[config.mk]
export PLATFORM = sky130hd
export DESIGN_NAME = exec_sequencer_flat
export DESIGN_NICKNAME = d
export VERILOG_FILES = /design/src/rtl/exec_sequencer_pkg.sv /design/src/rtl/exec_sequencer_if.sv /design/src/rtl/regfile_16x16.sv /design/src/rtl/exec_sequencer.sv /design/src/flat_wrapper.sv
export SDC_FILE = /design/constraint.sdc
export NUM_CORES = 1
export LEC_CHECK = 0
export ABC_CLOCK_PERIOD_IN_PS = 8700
export BUFFER_PORTS_ARGS = -buffer_cell sky130_fd_sc_hd__clkbuf_2
export CAP_MARGIN = 20
export CORE_MARGIN = 8
export CORE_UTILIZATION = 45
export CTS_CLUSTER_DIAMETER = 40
export DETAILED_ROUTE_END_ITERATION = 16
export PLACE_DENSITY = 0.65
export SYNTH_ARGS = -nofsm -noshare
export SYNTH_HDL_FRONTEND = slang
export SYNTH_HIERARCHICAL = 1
export SYNTH_SLANG_ARGS = --single-unit
export TNS_END_PERCENT = 30
[constraint.sdc]
create_clock -name clk -period 8.7 [get_ports clk]
set_input_delay 0.87 -clock clk [delete_from_list [all_inputs] [get_ports clk]]
set_output_delay 0.87 -clock clk [all_outputs]
set_load 0.005 [all_outputs]
[src/rtl/exec_sequencer_pkg.sv]
// Shared opcode, ext-code, flag-index and state definitions for the fetch/execute sequencer.
// Also holds the opcode classification helpers used by decode and writeback.
package exec_sequencer_pkg;

   localparam logic [3:0] RTYPE  = 4'b0000;
   localparam logic [3:0] ADDI   = 4'b0101;
   localparam logic [3:0] SHIFTS = 4'b1000;
   localparam logic [3:0] SUBI   = 4'b1001;
   localparam logic [3:0] CMPI   = 4'b1011;

   localparam logic [3:0] EXT_AND  = 4'b0001;
   localparam logic [3:0] EXT_OR   = 4'b0010;
   localparam logic [3:0] EXT_XOR  = 4'b0011;
   localparam logic [3:0] EXT_ADD  = 4'b0101;
   localparam logic [3:0] EXT_CMP  = 4'b1011;
   localparam logic [3:0] EXT_LSHI = 4'b0000;
   localparam logic [3:0] EXT_LSH  = 4'b0100;

   localparam int CARRY_FLAG = 0;
   localparam int LOW_FLAG   = 1;
   localparam int FLAG_FLAG  = 2;
   localparam int ZERO_FLAG  = 3;

   localparam logic [4:0] TRAP_PSR = 5'b11111;

   typedef enum logic [2:0] {
      FETCH     = 3'd0,
      DECODE    = 3'd1,
      EXECUTE   = 3'd2,
      WRITEBACK = 3'd3,
      TRAP      = 3'd4
   } state_t;

   function automatic logic op_legal(input logic [3:0] op);
      return op inside {RTYPE, ADDI, SHIFTS, SUBI, CMPI};
   endfunction

   // Compares and undefined ext codes only update flags, never Rdest.
   function automatic logic writes_rdest(input logic [15:0] ir);
      logic we;
      we = 1'b0;
      case (ir[15:12])
         RTYPE:      we = ir[7:4] inside {EXT_ADD, EXT_OR, EXT_XOR, EXT_AND};
         SHIFTS:     we = ir[7:4] inside {EXT_LSH, EXT_LSHI};
         ADDI, SUBI: we = 1'b1;
         default:    we = 1'b0;
      endcase
      return we;
   endfunction

endpackage

[src/rtl/exec_sequencer_if.sv]
// Instruction fetch handshake and alu operand/result bundle between the sequencer and its
// neighbours (instruction memory, alu).
interface exec_sequencer_if;
   logic        imem_req;
   logic [15:0] imem_addr;
   logic [15:0] imem_rdata;
   logic        imem_valid;
   logic [15:0] alu_a;
   logic [15:0] alu_b;
   logic [15:0] alu_opcode;
   logic [15:0] alu_c;
   logic [4:0]  alu_flags;

   modport master (
      output imem_req, imem_addr, alu_a, alu_b, alu_opcode,
      input  imem_rdata, imem_valid, alu_c, alu_flags
   );

   modport slave (
      input  imem_req, imem_addr, alu_a, alu_b, alu_opcode,
      output imem_rdata, imem_valid, alu_c, alu_flags
   );
endinterface

[src/rtl/regfile_16x16.sv]
// Sixteen 16-bit registers: two operand read ports and a debug port (all combinational),
// one synchronous write port, asynchronous clear.
module regfile_16x16 (
   input  logic        clk,
   input  logic        reset,
   input  logic [3:0]  rd_a_sel,
   input  logic [3:0]  rd_b_sel,
   input  logic [3:0]  dbg_sel,
   output logic [15:0] rd_a,
   output logic [15:0] rd_b,
   output logic [15:0] dbg_data,
   input  logic        we,
   input  logic [3:0]  wr_sel,
   input  logic [15:0] wr_data
);

   logic [15:0] mem [16];

   always_ff @(posedge clk or posedge reset) begin
      if (reset) begin
         for (int i = 0; i < 16; i++) mem[i] <= '0;
      end else if (we) begin
         mem[wr_sel] <= wr_data;
      end
   end

   assign rd_a     = mem[rd_a_sel];
   assign rd_b     = mem[rd_b_sel];
   assign dbg_data = mem[dbg_sel];

endmodule

[src/rtl/exec_sequencer.sv]
// Multi-cycle fetch/decode/execute/writeback controller feeding an external 16-bit alu.
//
// state     | meaning
// FETCH     | imem_req high, waiting for imem_valid (timeout counter running)
// DECODE    | IR classified; illegal opcode traps
// EXECUTE   | operands settle through the alu
// WRITEBACK | psr <= flags, optional Rdest write, pc <= pc + 1
// TRAP      | halted until reset, trapped high
module exec_sequencer
   import exec_sequencer_pkg::*;
#(
   parameter logic [15:0] RESET_PC      = 16'h0000,
   parameter int          FETCH_TIMEOUT = 255
) (
   input  logic               clk,
   input  logic               reset,
   exec_sequencer_if.master   bus,
   output logic [15:0]        pc,
   output logic [4:0]         psr,
   output logic               trapped,
   input  logic [3:0]         dbg_sel,
   output logic [15:0]        dbg_data
);

   state_t      state, state_nxt;
   logic [15:0] ir;
   logic [15:0] wait_cnt;
   logic        req_q;
   logic        fetch_fire;
   logic        fetch_wait;
   logic        timeout_hit;
   logic        illegal_hit;
   logic        rf_we;

   assign fetch_fire  = (state == FETCH) && req_q && bus.imem_valid;
   assign fetch_wait  = (state == FETCH) && req_q && !bus.imem_valid;
   assign timeout_hit = (FETCH_TIMEOUT != 0) && fetch_wait &&
                        (wait_cnt == 16'(FETCH_TIMEOUT - 1));
   assign illegal_hit = (state == DECODE) && !op_legal(ir[15:12]);
   assign rf_we       = (state == WRITEBACK) && writes_rdest(ir);

   always_ff @(posedge clk or posedge reset) begin
      if (reset) state <= FETCH;
      else       state <= state_nxt;
   end

   always_comb begin
      state_nxt = state;
      case (state)
         FETCH: begin
            if (fetch_fire)       state_nxt = DECODE;
            else if (timeout_hit) state_nxt = TRAP;
         end
         DECODE:    state_nxt = illegal_hit ? TRAP : EXECUTE;
         EXECUTE:   state_nxt = WRITEBACK;
         WRITEBACK: state_nxt = FETCH;
         TRAP:      state_nxt = TRAP;
         default:   state_nxt = TRAP;
      endcase
   end

   // req is registered so it rises one cycle after reset releases and drops right after acceptance.
   always_ff @(posedge clk or posedge reset) begin
      if (reset) begin
         pc       <= RESET_PC;
         ir       <= '0;
         psr      <= '0;
         wait_cnt <= '0;
         req_q    <= 1'b0;
      end else begin
         req_q <= (state_nxt == FETCH);
         if (fetch_fire) begin
            ir       <= bus.imem_rdata;
            wait_cnt <= '0;
         end else if (fetch_wait) begin
            wait_cnt <= wait_cnt + 16'd1;
         end
         if (illegal_hit || timeout_hit) psr <= TRAP_PSR;
         if (state == WRITEBACK) begin
            psr <= bus.alu_flags;
            pc  <= pc + 16'd1;
         end
      end
   end

   regfile_16x16 u_regfile (
      .clk      (clk),
      .reset    (reset),
      .rd_a_sel (ir[11:8]),
      .rd_b_sel (ir[3:0]),
      .dbg_sel  (dbg_sel),
      .rd_a     (bus.alu_a),
      .rd_b     (bus.alu_b),
      .dbg_data (dbg_data),
      .we       (rf_we),
      .wr_sel   (ir[11:8]),
      .wr_data  (bus.alu_c)
   );

   assign bus.imem_req   = req_q;
   assign bus.imem_addr  = pc;
   assign bus.alu_opcode = ir;
   assign trapped        = (state == TRAP);

endmodule

[src/flat_wrapper.sv]
// flat-port wrapper written by rule: the top's interface ports become plain ports
module exec_sequencer_flat import exec_sequencer_pkg::*;
#(
   parameter logic [15:0] RESET_PC      = 16'h0000,
   parameter int          FETCH_TIMEOUT = 255
)
  (clk, reset, pc, psr, trapped, dbg_sel, dbg_data, bus_imem_req, bus_imem_addr, bus_alu_a, bus_alu_b, bus_alu_opcode, bus_imem_rdata, bus_imem_valid, bus_alu_c, bus_alu_flags);
  exec_sequencer_if bus_i ();
  input  logic clk;
  input  logic reset;
  output logic [15:0] pc;
  output logic [4:0] psr;
  output logic trapped;
  input  logic [3:0] dbg_sel;
  output logic [15:0] dbg_data;
  output wire logic [$bits(bus_i.imem_req)-1:0] bus_imem_req;
  output wire logic [$bits(bus_i.imem_addr)-1:0] bus_imem_addr;
  output wire logic [$bits(bus_i.alu_a)-1:0] bus_alu_a;
  output wire logic [$bits(bus_i.alu_b)-1:0] bus_alu_b;
  output wire logic [$bits(bus_i.alu_opcode)-1:0] bus_alu_opcode;
  input wire logic [$bits(bus_i.imem_rdata)-1:0] bus_imem_rdata;
  input wire logic [$bits(bus_i.imem_valid)-1:0] bus_imem_valid;
  input wire logic [$bits(bus_i.alu_c)-1:0] bus_alu_c;
  input wire logic [$bits(bus_i.alu_flags)-1:0] bus_alu_flags;
  assign bus_imem_req = bus_i.imem_req;
  assign bus_imem_addr = bus_i.imem_addr;
  assign bus_alu_a = bus_i.alu_a;
  assign bus_alu_b = bus_i.alu_b;
  assign bus_alu_opcode = bus_i.alu_opcode;
  assign bus_i.imem_rdata = bus_imem_rdata;
  assign bus_i.imem_valid = bus_imem_valid;
  assign bus_i.alu_c = bus_alu_c;
  assign bus_i.alu_flags = bus_alu_flags;
  exec_sequencer #(.RESET_PC(RESET_PC), .FETCH_TIMEOUT(FETCH_TIMEOUT)) u_core (.clk(clk), .reset(reset), .bus(bus_i), .pc(pc), .psr(psr), .trapped(trapped), .dbg_sel(dbg_sel), .dbg_data(dbg_data));
endmodule
==> out/summary.txt, run 1 <==
Critical path's largest stage delay: 840 ps
ANT nets after route: 0
EDFF count, synth: 0
Port buffer count: 146
Slew @ Worst Pin: 968.9 ps
Multi-input logic area: 9550 sq um
Post-synthesis sequential area ratio: 43.54%
Largest area contributor in the netlist: dfrtp_1
DR vias/cell: 6.303
Layout area overhead: 17.02%
CTS Root Cell: clkbuf_16
Post-DP HPWL: 31290 microns
Gate Count Post-Synth: 1280
Register area: 7848 sq um
Placed Area: 19050 sq um
Core area: 39640 sq um
Initial antenna violation count: 1
Synthesized area: 17990 sq um
Post-CTS sizing: 0
Vias: 12310
Asr flop ratio synth: 100.0%
Slew margin rel.: 35.40%
Total length of routed wires: 52380 microns
Simple-Gate Fraction of Synth Area: 6.030%
Area contributors post-synth: dfrtp_1, mux4_2, mux2_2
H-tree levels: 2
Startpoint class of the critical path: flop
Initial Util: 45.38%
Synth Area in Adders: 0.2087%
Hold slack: 388.1 ps
Count of filler cells inserted in the layout: 3349
TritonRoute pass-1 iters: 5
Tot Pwr: 3975 uW
Min-delay worst type: in -> async
Synth Area in Compound Gates: 5.112%
# Post-CTS Setup Buffers: 0
Crit path time final: 4131 ps
TritonCTS buffer count: 54
Mux share of post-synthesis cell area: 40.33%
Critical Path End Type: output pin
Row count: 73
Die height: 215.9 microns
Seq cells post-synth: 313
Max-cap violations: 0
Switching Power: 907.5 uW
Initial DRC Count: 1100
Int Pwr: 3068 uW
Fmax: 242.1 MHz
Layout cells sized above 1: 51.19%
Vias in the first global route: 13100
Worst-Skew Late Latency: 590 ps
Clock Power Share: 56.4%
GP Congestion: 0.8177
Worst path cell trace: buf_4 -> mux4_2 -> a22oi_1 -> nand2_1 -> clkbuf_2
Largest net degree at the start of global routing: 90
Net count after synthesis: 1327
Kind of cell adding the most delay to the critical path: buffers and inverters
Clock transition at path regs: 60 ps
CTS tree: yes
Slew Viols, Final: 0
Gate power share: 5.8%
Nets: 1432
Design area: 21050 sq um
Share of power burned in registers: 37.9%
Place WS: 4639 ps
Crit path buf inv count: 2
First-pass GRT wire length: 80990 microns
Setup TNS Final: 0 ps
Crit Path Class: reg -> out
Peak VDD IR: 150.3 uV
Synth Flop Type: dfrtp_1
I/O Pins: 147
Hold Fails Final Rpt: 0
Worst Path Required: 7830 ps
Distinct cells, synth: 48
Diode count: 0
Largest family of logic cells by synthesized area: multiplexers
Mean Syn Cell Area: 14.05 sq um
Die Wd: 215.9 microns
RSZ-0062 raised after global routing: false
Switching fraction of total power: 22.83%
Max FO, Critical Path: 51
Max Root-Sink Buffers: 3
Total track usage: 22.51%
Hold-fix buffers, CTS: 0
Post-Synth XOR/XNOR Area: 1.022%
Worst path slowest cell: buf_4
Die ar.: 46630 sq um
Most frequent cell after synthesis: dfrtp_1
Final period util: 47.48%
PwrDens: 188.8 nW/um^2
Setup Skew: 15.66 ps
CP arrival: 3260 ps
Area share of the largest cell type after synthesis: 43.54%
Status: complete, no violations
Grt total ovfl: 0
Synthesis Warnings: 6
Per-cell routed wire length: 26.82 microns
Setup ws final: 4569 ps
DRC Markers: 0
Post-synth top cells: dfrtp_1, mux2_2, mux4_2, nand2_1, a22oi_1
Lkg Pwr: 0.009085 uW
Final setup viols: 0
Sink Count: 313
cell usage in the layout (no fill, tap or decap), drive strengths merged, types with 12 or more instances in the layout:
master / instances
a22oi: 96
mux4: 192
clkinv: 12
nand3: 12
inv: 14
nand2: 115
buf: 34
nor2: 35
o21ai: 12
clkbuf: 210
dfrtp: 313
mux2: 256
routing by layer:
metal  global-route usage [%]  up-vias  share of wire [%]
li1                         -     5179                  -
met1                    28.76     6437                 39
met2                    36.48      550                 48
met3                    5.538      142                9.1
met4                    9.288        2                3.9
met5                        0        -              0.025
cell type report:
class | instances | share of cell area, %
multi-input combinational | 830 | 45.37
sequential | 313 | 37.28
clock buffer | 66 | 7.174
timing repair buffer | 178 | 4.862
tap | 525 | 3.120
clock inverter | 33 | 2.021
inverter | 8 | 0.1783
sequential cells by signal, summed over array words and instances (netlist names):
signal	flops
u_core/wait_cnt	16
u_core/u_regfile/mem	256
u_core/psr	5
u_core/state	3
u_core/bus.imem_req	1
u_core/bus.alu_opcode	16
u_core/bus.imem_addr	16
stage by stage:
step | util, % | instances
floorplan | - | 1280
global placement | 48.05 | 1851
detailed placement | 48.05 | 1851
CTS | 52.93 | 1950
global route | 53.11 | 1953
finish | 53.11 | 1953
kinds of logic (layout without fill, tap and decap cells):
logic type               Yosys count  after routing
AO/OA/AOI/OAI                    130            130
XOR/XNOR                          21             21
flip-flops                       313            313
multiplexers                     449            449
adder cells (fa/ha/maj)            3              3
buffers and inverters            137            285
AND/OR/NAND/NOR                  227            227
power by group through the flow:
stage | combinational, uW | sequential (uW) | clock (uW)
after floorplan | 155 | 1520 | 0
after global placement | 224 | 1530 | 0
after detailed placement | 228 | 1530 | 0
after CTS | 229 | 1500 | 2290
after global routing | 249 | 1510 | 2350
final | 229 | 1510 | 2240
final timing paths:
kind / startpoint / end / slack [ps] / depth (start not counted)
worst max-delay path: u_core/bus.alu_opcode[8] / bus_alu_a[15] / 4570 / 5
worst min-delay path: reset / u_core/wait_cnt[10] / 390 / 2
worst max register to register: u_core/bus.alu_opcode[8] / u_core/u_regfile/mem[128] / 5070 / 5
worst min register to register: u_core/bus.alu_opcode[7] / u_core/bus.alu_opcode[7] / 510 / 2
max in group asynchronous: reset / u_core/u_regfile/mem[106] / 7120 / 4
min in group clk: bus_imem_rdata[9] / u_core/bus.alu_opcode[9] / 480 / 3
No activity file was read; power rests on OpenSTA's default activity.
==> run 2: changes to the inputs <==
Settings changed: ABC_AREA set to 1, ABC_CLOCK_PERIOD_IN_PS 8700 to 3950, PLACE_DENSITY 0.65 to 0.64.
Clock period 8.7 ns to 3.95 ns, I/O delays scaled along.
==> run 2 against run 1 <==
- clock power grew to 2.6 times the previous value
- clock skew grew 9.4 ps
- highest routed layer unchanged
- global-route usage grew 7.4 points
- design area grew 13%
- via count grew 83%
- largest power group unchanged
- first-iteration DRC count grew to 3.2 times the previous value
- combinational power grew to 4.0 times the previous value
- critical path depth grew 3
- synthesized area grew 13%
==> out/summary.txt, run 2 <==
Status: complete, no violations
ANT nets after route: 0 (unchanged)
CTS tree: yes
Mean Syn Cell Area: 6.411 sq um (-54%)
Vias: 22500 (+83%)
Total track usage: 29.95% (+7.4 points)
Crit Path Class: reg -> out
GP Congestion: 0.9542 (+17%)
Slew @ Worst Pin: 1056 ps (+86.79 ps)
Largest net degree at the start of global routing: 136 (+51%)
Place WS: 1319 ps (-3320 ps)
Die Wd: 229.0 microns (+6.1%)
Die ar.: 52450 sq um (+12%)
Per-cell routed wire length: 20.82 microns (-22%)
I/O Pins: 147 (unchanged)
CTS Root Cell: clkbuf_16
Final period util: 83.75%
Worst Path Required: 3560 ps (-4270 ps)
First-pass GRT wire length: 124700 microns (+54%)
Post-synth top cells: nand2_1, nand3_1, inv_1, dfrtp_1, o21ai_0
Gate Count Post-Synth: 3185 (+150%)
Startpoint class of the critical path: flop
Seq cells post-synth: 313 (unchanged)
Layout cells sized above 1: 11.51% (-40 points)
Nets: 3269 (+130%)
DRC Markers: 0 (unchanged)
Most frequent cells in the layout: nand2_1, nand3_1, inv_1
Count of filler cells inserted in the layout: 4497 (+34%)
Setup Skew: 25.03 ps (+9.368 ps)
Synth Flop Type: dfrtp_1
Distinct cells, synth: 36 (-25%)
Area contributors post-synth: dfrtp_1, nand2_1, nand3_1
Min-delay worst type: in -> reg
Post-CTS sizing: 0 (unchanged)
Post-DP HPWL: 49140 microns (+57%)
Initial antenna violation count: 2 (+1)
Largest reg by FF count: u_core/u_regfile/mem
Most frequent cell after synthesis: nand2_1
H-tree levels: 3 (+1)
Lkg Pwr: 0.01270 uW (+40%)
Sink Count: 313 (unchanged)
Initial DRC Count: 3478 (+220%)
Die height: 229.0 microns (+6.1%)
Worst-Skew Late Latency: 610 ps (+20 ps)
Setup TNS Final: 0 ps (unchanged)
Slew Viols, Final: 0 (unchanged)
FF-to-FF Start: u_core/bus.alu_opcode[14]
PwrDens: 418.6 nW/um^2 (+120%)
Peak VDD IR: 353.6 uV (+140%)
Synthesized area: 20420 sq um (+13%)
Core area: 45090 sq um (+14%)
Critical Path End Type: output pin
Vias in the first global route: 21700 (+66%)
Total length of routed wires: 80750 microns (+54%)
Crit path time final: 3308 ps
Layout area overhead: 16.16%
Fmax: 302.3 MHz
Asr flop ratio synth: 100.0% (unchanged)
Final setup viols: 0 (unchanged)
Critical hold path startpoint: bus_imem_rdata[14]
Setup crit start: u_core/bus.alu_opcode[0]
Max FO, Critical Path: 76 (+49%)
TritonCTS buffer count: 66 (+22%)
DR vias/cell: 5.802 (-8.0%)
EDFF count, synth: 0 (unchanged)
Max-cap violations: 0 (unchanged)
Max reg flops: 256 (unchanged)
Net count after synthesis: 3232 (+140%)
Synthesis Warnings: 6 (unchanged)
CP arrival: 2910 ps (-350 ps)
TritonRoute pass-1 iters: 7 (+2)
Grt total ovfl: 0 (unchanged)
Hold Fails Final Rpt: 0 (unchanged)
Most common cell after layout, fill and taps aside: nand2_1
Area share of the largest cell type after synthesis: 38.36% (-5.2 points)
Slew margin rel.: 29.54% (-5.9 points)
RSZ-0062 raised after global routing: false
Port buffer count: 146 (unchanged)
Post-synthesis sequential area ratio: 38.36% (-5.2 points)
Setup ws final: 641.7 ps (-3928 ps)
Initial Util: 45.29% (-0.097 points)
Row count: 78 (+6.8%)
Clock transition at path regs: 50 ps (about the same)
Largest area contributor in the netlist: dfrtp_1
Max Root-Sink Buffers: 3 (unchanged)
Hold slack: 24.67 ps (-363.5 ps)
## run 2: cell types whose count changed after synthesis, moves of 11 or more
cell | previous run | this run
nand3_1 | 12 | 690
buf_1 | 5 | 16
o21ai_0 | 12 | 251
mux2_2 | 224 | 0
clkbuf_1 | 42 | 83
nand2_1 | 115 | 1214
buf_2 | 61 | 117
mux2_1 | 22 | 0
a22oi_1 | 96 | 0
o21ai_1 | 0 | 17
mux4_2 | 192 | 0
inv_1 | 8 | 326
## run 2: cells by family (layout without fill, tap and decap cells)
group           after synthesis  after routing  synth area share [%]
xor+xnor                      9              9                0.3861
other cells                   0              2                     0
buf+inv                     574            665                 11.76
simple gates               2006           2006                 42.36
flops                       313            313                 38.36
compound gates              280            280                 6.955
fa+ha+maj                     3              3                0.1839
## run 2: final timing paths
path | slack, ps | end | depth (start not counted)
setup / recovery | 640 | bus_alu_b[6] | 8
hold / removal | 20 | u_core/bus.alu_opcode[14] | 3
setup reg to reg | 1320 | u_core/u_regfile/mem[19] | 9
hold reg to reg | 480 | u_core/u_regfile/mem[87] | 2
max in group asynchronous | 2660 | u_core/wait_cnt[11] | 4
min in group asynchronous | 430 | u_core/bus.alu_opcode[2] | 3
## run 2: critical path: stages, from the launching register on
cell and delay (ps):
dfrtp_4 580, inv_4 680, buf_4 370, nand2_1 80, nand3_1 70, nand3_1 90, nand3_1 220, nand2_1 110
clkbuf_2 120
## run 2: final cells by class
cell class | instances | area (sq um) | share of cell area (%)
repair buffers | 210 | 1349 | 5.687
flip-flops and latches | 313 | 7844 | 33.07
clock buffers | 76 | 1772 | 7.470
multi-input cells | 2298 | 10180 | 42.94
well taps | 600 | 750.7 | 3.165
clock inverters | 46 | 551.8 | 2.326
diodes | 2 | 5.005 | 0.02110
inverters | 333 | 1261 | 5.318
## run 2: power by group
part,total (uW),internal [uW],switching [uW]
clock,5770,3790,1990
combinational,907,230,678
sequential,3250,3230,20.2
## run 2: repair_timing
item / 4_1_cts / 5_1_grt
hold buffers: 9 / 0
setup buffers: 0 / 0
hold endpoints to repair: 32 / 0
## run 2: stage by stage
| stage | total power (uW) | utilization (%) | area, sq um | instances |
|---|---|---|---|---|
| detailed placement | 4166 | 47.24 | 21300 | 3745 |
| floorplan | 3791 | - | 20420 | 3185 |
| global route | 10210 | 52.60 | 23720 | 3877 |
| global placement | 4157 | 47.24 | 21300 | 3745 |
| CTS | 9977 | 52.59 | 23710 | 3876 |
| finish | 9928 | 52.60 | 23720 | 3878 |
## run 2: per-layer routing
metal / vias to the layer above / GRT usage, % / share of wire [%]
li1: 10200 / - / -
met1: 10440 / 38.85 / 40
met2: 1506 / 44.08 / 42
met3: 359 / 7.800 / 12
met4: 2 / 18.89 / 6.6
met5: - / 0 / 0.016
